`src/rtl/cp_strip_pkg.sv`:
```
// Shared definitions for the cyclic-prefix strip stage: default frame
// geometry, counter widths and the framing FSM state encoding.
package cp_strip_pkg;

  // Default OFDM geometry
  localparam int unsigned NFFT_DEF = 64;
  localparam int unsigned NCP_DEF  = 16;
  localparam int unsigned NSYM_DEF = 100;

  // Sample counter and symbol counter widths
  localparam int unsigned CNT_W = 16;
  localparam int unsigned SYM_W = 8;

  // Framing FSM states
  typedef enum logic [1:0] {
    ST_IDLE = 2'd0,
    ST_WAIT = 2'd1,
    ST_SYM  = 2'd2,
    ST_DONE = 2'd3
  } state_t;

endpackage

```
`src/rtl/sym_pos_cnt.sv`:
```
// Modulo-LEN symbol position counter with a symbol counter that advances on
// every wrap. pos_cur is the position of the sample being consumed this cycle:
// ld0 forces it to zero (start of symbol 0), otherwise it is the stored count.
module sym_pos_cnt
  import cp_strip_pkg::*;
#(
  parameter int unsigned LEN = NCP_DEF + NFFT_DEF,
  parameter int unsigned PW  = $clog2(LEN)
) (
  input  logic             clk,
  input  logic             rst,
  input  logic             en,
  input  logic             clr,
  input  logic             ld0,
  output logic [PW-1:0]    pos_cur,
  output logic [SYM_W-1:0] sym
);

  localparam logic [PW-1:0] POS_LAST = PW'(LEN - 1);

  logic [PW-1:0] pos_q;
  logic          wrap;

  assign pos_cur = ld0 ? '0 : pos_q;
  assign wrap    = en && (pos_cur == POS_LAST);

  // Advance position per consumed sample; wrap bumps the symbol count
  always_ff @(posedge clk) begin
    if (rst || clr) begin
      pos_q <= '0;
      sym   <= '0;
    end else if (en) begin
      pos_q <= wrap ? '0 : pos_cur + 1'b1;
      if (wrap) begin
        sym <= sym + 1'b1;
      end
    end
  end

endmodule

```
`src/rtl/cp_strip.sv`:
```
// Cyclic-prefix strip: waits for the symbol-0 boundary index, then forwards
// NFFT samples per symbol (with start/end markers) for NSYM symbols, discarding
// the cyclic prefix, and pulses frame_done before re-arming.
// Optional build macro CP_STRIP_BACKOFF_EN: the FFT window starts BACKOFF
// samples early, inside the cyclic prefix, to tolerate late timing estimates.
module cp_strip
  import cp_strip_pkg::*;
#(
  parameter int unsigned DW      = 12,
  parameter int unsigned IW      = 10,
  parameter int unsigned NFFT    = NFFT_DEF,
  parameter int unsigned NCP     = NCP_DEF,
  parameter int unsigned NSYM    = NSYM_DEF,
  parameter int unsigned BACKOFF = 4
) (
  input  logic          clk,
  input  logic          rst,
  input  logic [DW-1:0] di_re,
  input  logic [DW-1:0] di_im,
  input  logic          di_vld,
  input  logic [IW-1:0] max_indx,
  input  logic          max_indx_vld,
  output logic [DW-1:0] do_re,
  output logic [DW-1:0] do_im,
  output logic          do_vld,
  output logic          do_sos,
  output logic          do_eos,
  output logic [7:0]    sym_idx,
  output logic          frame_done,
  output logic          sync_late
);

  localparam int unsigned SYM_LEN = NCP + NFFT;
  localparam int unsigned PW      = $clog2(SYM_LEN);
`ifdef CP_STRIP_BACKOFF_EN
  localparam int unsigned S = NCP - BACKOFF;
`else
  // Window starts right after the prefix; BACKOFF has no effect here
  localparam int unsigned S = NCP + 0 * BACKOFF;
`endif
  localparam logic [PW-1:0]    WIN_FIRST = PW'(S);
  localparam logic [PW-1:0]    WIN_LAST  = PW'(S + NFFT - 1);
  localparam logic [SYM_W-1:0] SYM_LAST  = SYM_W'(NSYM - 1);

  function automatic logic [CNT_W-1:0] sat_inc(input logic [CNT_W-1:0] v);
    return (v == '1) ? v : v + 1'b1;
  endfunction

  state_t             state_q, state_d;
  logic [CNT_W-1:0]   samp_cnt;
  logic [CNT_W-1:0]   off_q;
  logic [CNT_W-1:0]   off_in;
  logic               off_ld;
  logic               late_p0;
  logic               start_p0;
  logic               cnt_en;
  logic               cnt_clr;
  logic [PW-1:0]      pos_cur;
  logic [SYM_W-1:0]   sym_cnt;
  logic               fwd_p0;
  logic               sos_p0;
  logic               eos_p0;
  logic               last_p0;

  assign off_in  = CNT_W'(max_indx);
  assign cnt_clr = (state_q == ST_DONE);

  sym_pos_cnt #(
    .LEN (SYM_LEN),
    .PW  (PW)
  ) u_pos (
    .clk     (clk),
    .rst     (rst),
    .en      (cnt_en),
    .clr     (cnt_clr),
    .ld0     (start_p0),
    .pos_cur (pos_cur),
    .sym     (sym_cnt)
  );

  // Boundary capture / symbol-0 detection and counter enable
  always_comb begin
    off_ld   = 1'b0;
    late_p0  = 1'b0;
    start_p0 = 1'b0;
    cnt_en   = 1'b0;
    case (state_q)
      ST_IDLE: begin
        if (max_indx_vld) begin
          off_ld = 1'b1;
          if (off_in < samp_cnt) begin
            late_p0 = 1'b1;
          end else if (di_vld && (off_in == samp_cnt)) begin
            start_p0 = 1'b1;
          end
        end
      end
      ST_WAIT: begin
        if (di_vld && (samp_cnt == off_q)) begin
          start_p0 = 1'b1;
        end
      end
      ST_SYM: begin
        cnt_en = di_vld;
      end
      default: begin
      end
    endcase
    if (start_p0) begin
      cnt_en = 1'b1;
    end
  end

  assign fwd_p0  = cnt_en && (pos_cur >= WIN_FIRST) && (pos_cur <= WIN_LAST);
  assign sos_p0  = fwd_p0 && (pos_cur == WIN_FIRST);
  assign eos_p0  = fwd_p0 && (pos_cur == WIN_LAST);
  assign last_p0 = eos_p0 && (sym_cnt == SYM_LAST);

  // Next-state: arm, lock to boundary, finish frame after last window
  always_comb begin
    state_d = state_q;
    case (state_q)
      ST_IDLE: begin
        if (max_indx_vld && !late_p0) begin
          state_d = start_p0 ? ST_SYM : ST_WAIT;
        end
      end
      ST_WAIT: begin
        if (start_p0) begin
          state_d = ST_SYM;
        end
      end
      ST_SYM:  state_d = state_q;
      ST_DONE: state_d = ST_IDLE;
      default: state_d = ST_IDLE;
    endcase
    if (last_p0) begin
      state_d = ST_DONE;
    end
  end

  // FSM state register
  always_ff @(posedge clk) begin
    if (rst) begin
      state_q <= ST_IDLE;
    end else begin
      state_q <= state_d;
    end
  end

  // Saturating sample index and latched boundary offset
  always_ff @(posedge clk) begin
    if (rst) begin
      samp_cnt <= '0;
      off_q    <= '0;
    end else begin
      if (di_vld) begin
        samp_cnt <= sat_inc(samp_cnt);
      end
      if (off_ld) begin
        off_q <= off_in;
      end
    end
  end

  // ---- stage p0 -> p1: registered outputs, data held between strobes ----
  always_ff @(posedge clk) begin
    if (rst) begin
      do_re      <= '0;
      do_im      <= '0;
      do_vld     <= 1'b0;
      do_sos     <= 1'b0;
      do_eos     <= 1'b0;
      sym_idx    <= '0;
      frame_done <= 1'b0;
      sync_late  <= 1'b0;
    end else begin
      do_vld     <= fwd_p0;
      do_sos     <= sos_p0;
      do_eos     <= eos_p0;
      sync_late  <= late_p0;
      frame_done <= (state_q == ST_DONE);
      if (fwd_p0) begin
        do_re   <= di_re;
        do_im   <= di_im;
        sym_idx <= sym_cnt;
      end else if (state_q == ST_DONE) begin
        sym_idx <= '0;
      end
    end
  end

endmodule
```
`config.mk`:
```
export PLATFORM = sky130hd
export DESIGN_NAME = cp_strip
export DESIGN_NICKNAME = d
export VERILOG_FILES = /design/src/rtl/cp_strip_pkg.sv /design/src/rtl/sym_pos_cnt.sv /design/src/rtl/cp_strip.sv
export SDC_FILE = /design/constraint.sdc
export NUM_CORES = 1
export LEC_CHECK = 0
export CORE_MARGIN = 5
export CORE_UTILIZATION = 38
export CTS_CLUSTER_DIAMETER = 100
export DETAILED_ROUTE_END_ITERATION = 16
export SLEW_MARGIN = 20
export SYNTH_ARGS = -nofsm -noshare
export SYNTH_HDL_FRONTEND = slang
export SYNTH_SLANG_ARGS = --single-unit
```
`constraint.sdc`:
```
create_clock -name clk -period 3.97 [get_ports clk]
set_input_delay 0.794 -clock clk [delete_from_list [all_inputs] [get_ports clk]]
set_output_delay 0.794 -clock clk [all_outputs]
set_load 0.005 [all_outputs]
```
==> flow_summary.ini <==
[sta]
whs_ns = 0.461
rsz0062_at_grt = no
worst_slew_margin_rel_pct = 65.7
drv_slew = 0
fmax_mhz = 266
hold_viol_final = 0
worst_pin_slew_ns = 0.515
fin_crit_sh_pct = 94.8
min_period_ns = 3.76
clock_skew_ns = 0.0177
setup_viol = 0

[floorplan]
rows = 36
die_w_um = 109
die_h_um = 109
dieArea_um2 = 11800
core_area_um2 = 9640
start_util_pct = 38.5
ios = 75

[worst_setup_path]
crit_buf_inv = 2
worstPathMaxFanout = 4
cp.arrival_ns = 4.01
path_class = in2reg
critical_path.top_delay_family = simple AND/OR/NAND/NOR gates
cp.required_ns = 4.22
cp_slowest_cell = clkdlybuf4s50_1
critPathMaxStageDelay_ns = 0.45
critPathLaunchType = primary input
cp-end-kind = register
crit_chain = clkdlybuf4s50_1, ha_1, nor2b_1, o211a_1, nor3b_1, a21oi_2, nor2b_2, and2_1, ha_1, nand3_1, buf_4, or2_2, nor3b_1, o21ai_0, a211oi_1

[yosys]
synth-edff-count = 0
ys.flop_type = dfxtp_1
synth-compound-area-share_pct = 8.42
ys_ff_latch = 80
synth_seq_area_share_pct = 43.1
syn_nets = 475
synthAdderAreaFrac_pct = 4.72
synth_cells = 423
yosysTopAreaCell = dfxtp_1
synth_area_um2 = 3710
synth_simple_gate_area_share_pct = 25.8
synth_area_leaders = dfxtp_1, mux2i_1, nor2_1
muxShareOfSynthArea_pct = 7.01
synth_top_family_by_area = simple AND/OR/NAND/NOR gates
synth-warning-count = 0
synth.top_cell.area_share_pct = 43.1
async_flop_share_pct = 0
synth_common_cells = dfxtp_1, nor2_1, nand2_1
synth_xor_area_share_pct = 7.31
ys_types = 52
postSynthAreaPerCell_um2 = 8.78
yosysMostFrequentCell = dfxtp_1

[job]
maxCapViolations = 0

[clock_network]
cts_buffers = 9
cts_buffer_depth = 2
cts_num_sinks = 80
post_cts_buffers = 0
htree_levels = 3
clock_tree.root_cell = clkbuf_8
clock_latency_ns = 0.34
clk_pin_slew_worst_paths_ns = 0.08
cts-hold-fix-buffers = 0
cts_resized = 0
tritoncts = built

[final_layout]
instances_no_fill = 643
syn_to_final_growth_pct = 31.2
drive_gt1_share_pct = 8.43
final_nets = 558
antenna_cells = 0

[hold_path]
hp-class = reg2reg

[placement]
hpwl_mm = 6.45
io_buffer_count = 74
place.gp.congestion = 0.813
dp_cells = 628

[grt]
grt_use_total_pct = 15.4
antenna_found_initial = 0
grt_pass1_vias = 3081
grt_overflow = 0
grt_start_max_net_pins = 43
grt_pass1_wl_mm = 14.6

[detailed_routing]
drtAntennaViolNets = 0
vias = 3112
wl_per_cell_um = 13.5
drc = 0
wirelength_mm = 8.68
drt-vias-per-instance = 4.84
drtIter0Drc = 119
drt_first_pass_iters = 4

[power]
pwr_density_cell_nw_per_um2 = 313
vdd_drop_max_mv = 0.144
p_leak_uw = 0.00177

[run_status]
status = complete, no violations
metrics by stage:
| step | area, um^2 | power (uW) | setup TNS, ns | utilization [%] | setup slack, ns |
|---|---|---|---|---|---|
| after floorplan | 3710 | 907 | 0 | - | 0.344 |
| after global placement | 4690 | 971 | -0.133 | 48.6 | -0.0431 |
| after detailed placement | 4690 | 972 | -1.34 | 48.6 | -0.169 |
| after CTS | 4870 | 1550 | 0 | 50.5 | 0.173 |
| after global routing | 4870 | 1600 | 0 | 50.6 | 0.0433 |
| final | 4870 | 1530 | 0 | 50.6 | 0.205 |
layer usage:
| layer | GRT usage [%] | wire [um] |
|---|---|---|
| met1 | 21.0 | 4230 |
| met2 | 24.0 | 4020 |
| met3 | 3.43 | 357 |
| met4 | 5.23 | 83 |
| met5 | 0 | 0 |
where the power goes:
| group | leakage, uW | internal, uW | switching (uW) |
|---|---|---|---|
| Sequential | 0.000646 | 813 | 11.7 |
| Clock | 0.0000948 | 285 | 288 |
| Combinational | 0.00103 | 68.6 | 59.0 |
| Total | 0.00177 | 1170 | 359 |
cell type report:
cell class                 count  area, um^2
fill                         986        4770
multi-input combinational    311        1990
sequential                    80        1600
timing repair buffer          92         883
tap                          133         166
clock buffer                   9         124
clock inverter                 6        61.3
inverter                      12        45.0
flip-flops by register name, summed over array words and instances (netlist names):
register	count
do_vld	1
off_q	10
do_im	12
samp_cnt	16
frame_done	1
do_re	12
sync_late	1
u_pos.sym	8
do_eos	1
sym_idx	8
u_pos.pos_q	7
state_q	2
do_sos	1
logic make-up after synthesis:
logic type               after synthesis
adder cells (fa/ha/maj)               14
AND/OR/NAND/NOR                      188
flip-flops                            80
AO/OA/AOI/OAI                         52
XOR/XNOR                              31
buffers and inverters                 32
multiplexers                          26
worst register-to-register path, delay by kind of cell (launching register included):
family,cells,cell delay [ns]
AOI/OAI and AO/OA,4,0.67
DFF,1,0.40
adders and majority gates,2,0.48
and+or+nand+nor,7,1.41
buffers and inverters,2,0.25
placed cells by master, fill, tap and decap left out, types with 3 or more instances in the layout:
| master | synthesis | routed |
|---|---|---|
| mux2i_1 | 26 | 26 |
| nand3_1 | 14 | 14 |
| dfxtp_1 | 80 | 80 |
| or3_1 | 3 | 3 |
| nor3b_1 | 4 | 4 |
| inv_1 | 12 | 12 |
| o21ai_0 | 15 | 15 |
| a211oi_1 | 3 | 3 |
| and3_1 | 9 | 9 |
| clkinv_2 | 0 | 3 |
| a21oi_1 | 18 | 17 |
| a31oi_1 | 3 | 3 |
| nand2b_1 | 3 | 3 |
| xor2_1 | 13 | 13 |
| xnor2_1 | 18 | 18 |
| nor2_1 | 59 | 59 |
| nand3b_1 | 7 | 7 |
| nand2_1 | 46 | 46 |
| ha_1 | 14 | 14 |
| buf_4 | 2 | 17 |
| nor3_1 | 6 | 6 |
| and4_1 | 3 | 3 |
| nand4_1 | 11 | 11 |
| nor2b_1 | 6 | 5 |
| clkdlybuf4s50_1 | 0 | 73 |
| clkbuf_8 | 0 | 9 |
path summary, 6_finish.rpt:
check        cells past startpoint        endpoint  slack, ns         from
min                              2      sym_idx[4]       0.46   sym_idx[4]
min reg2reg                      2      sym_idx[4]       0.46   sym_idx[4]
max                             15  u_pos.pos_q[6]       0.21  max_indx[1]
max reg2reg                     15  u_pos.pos_q[6]       0.69  samp_cnt[1]
(Power assumes the default switching activity.)
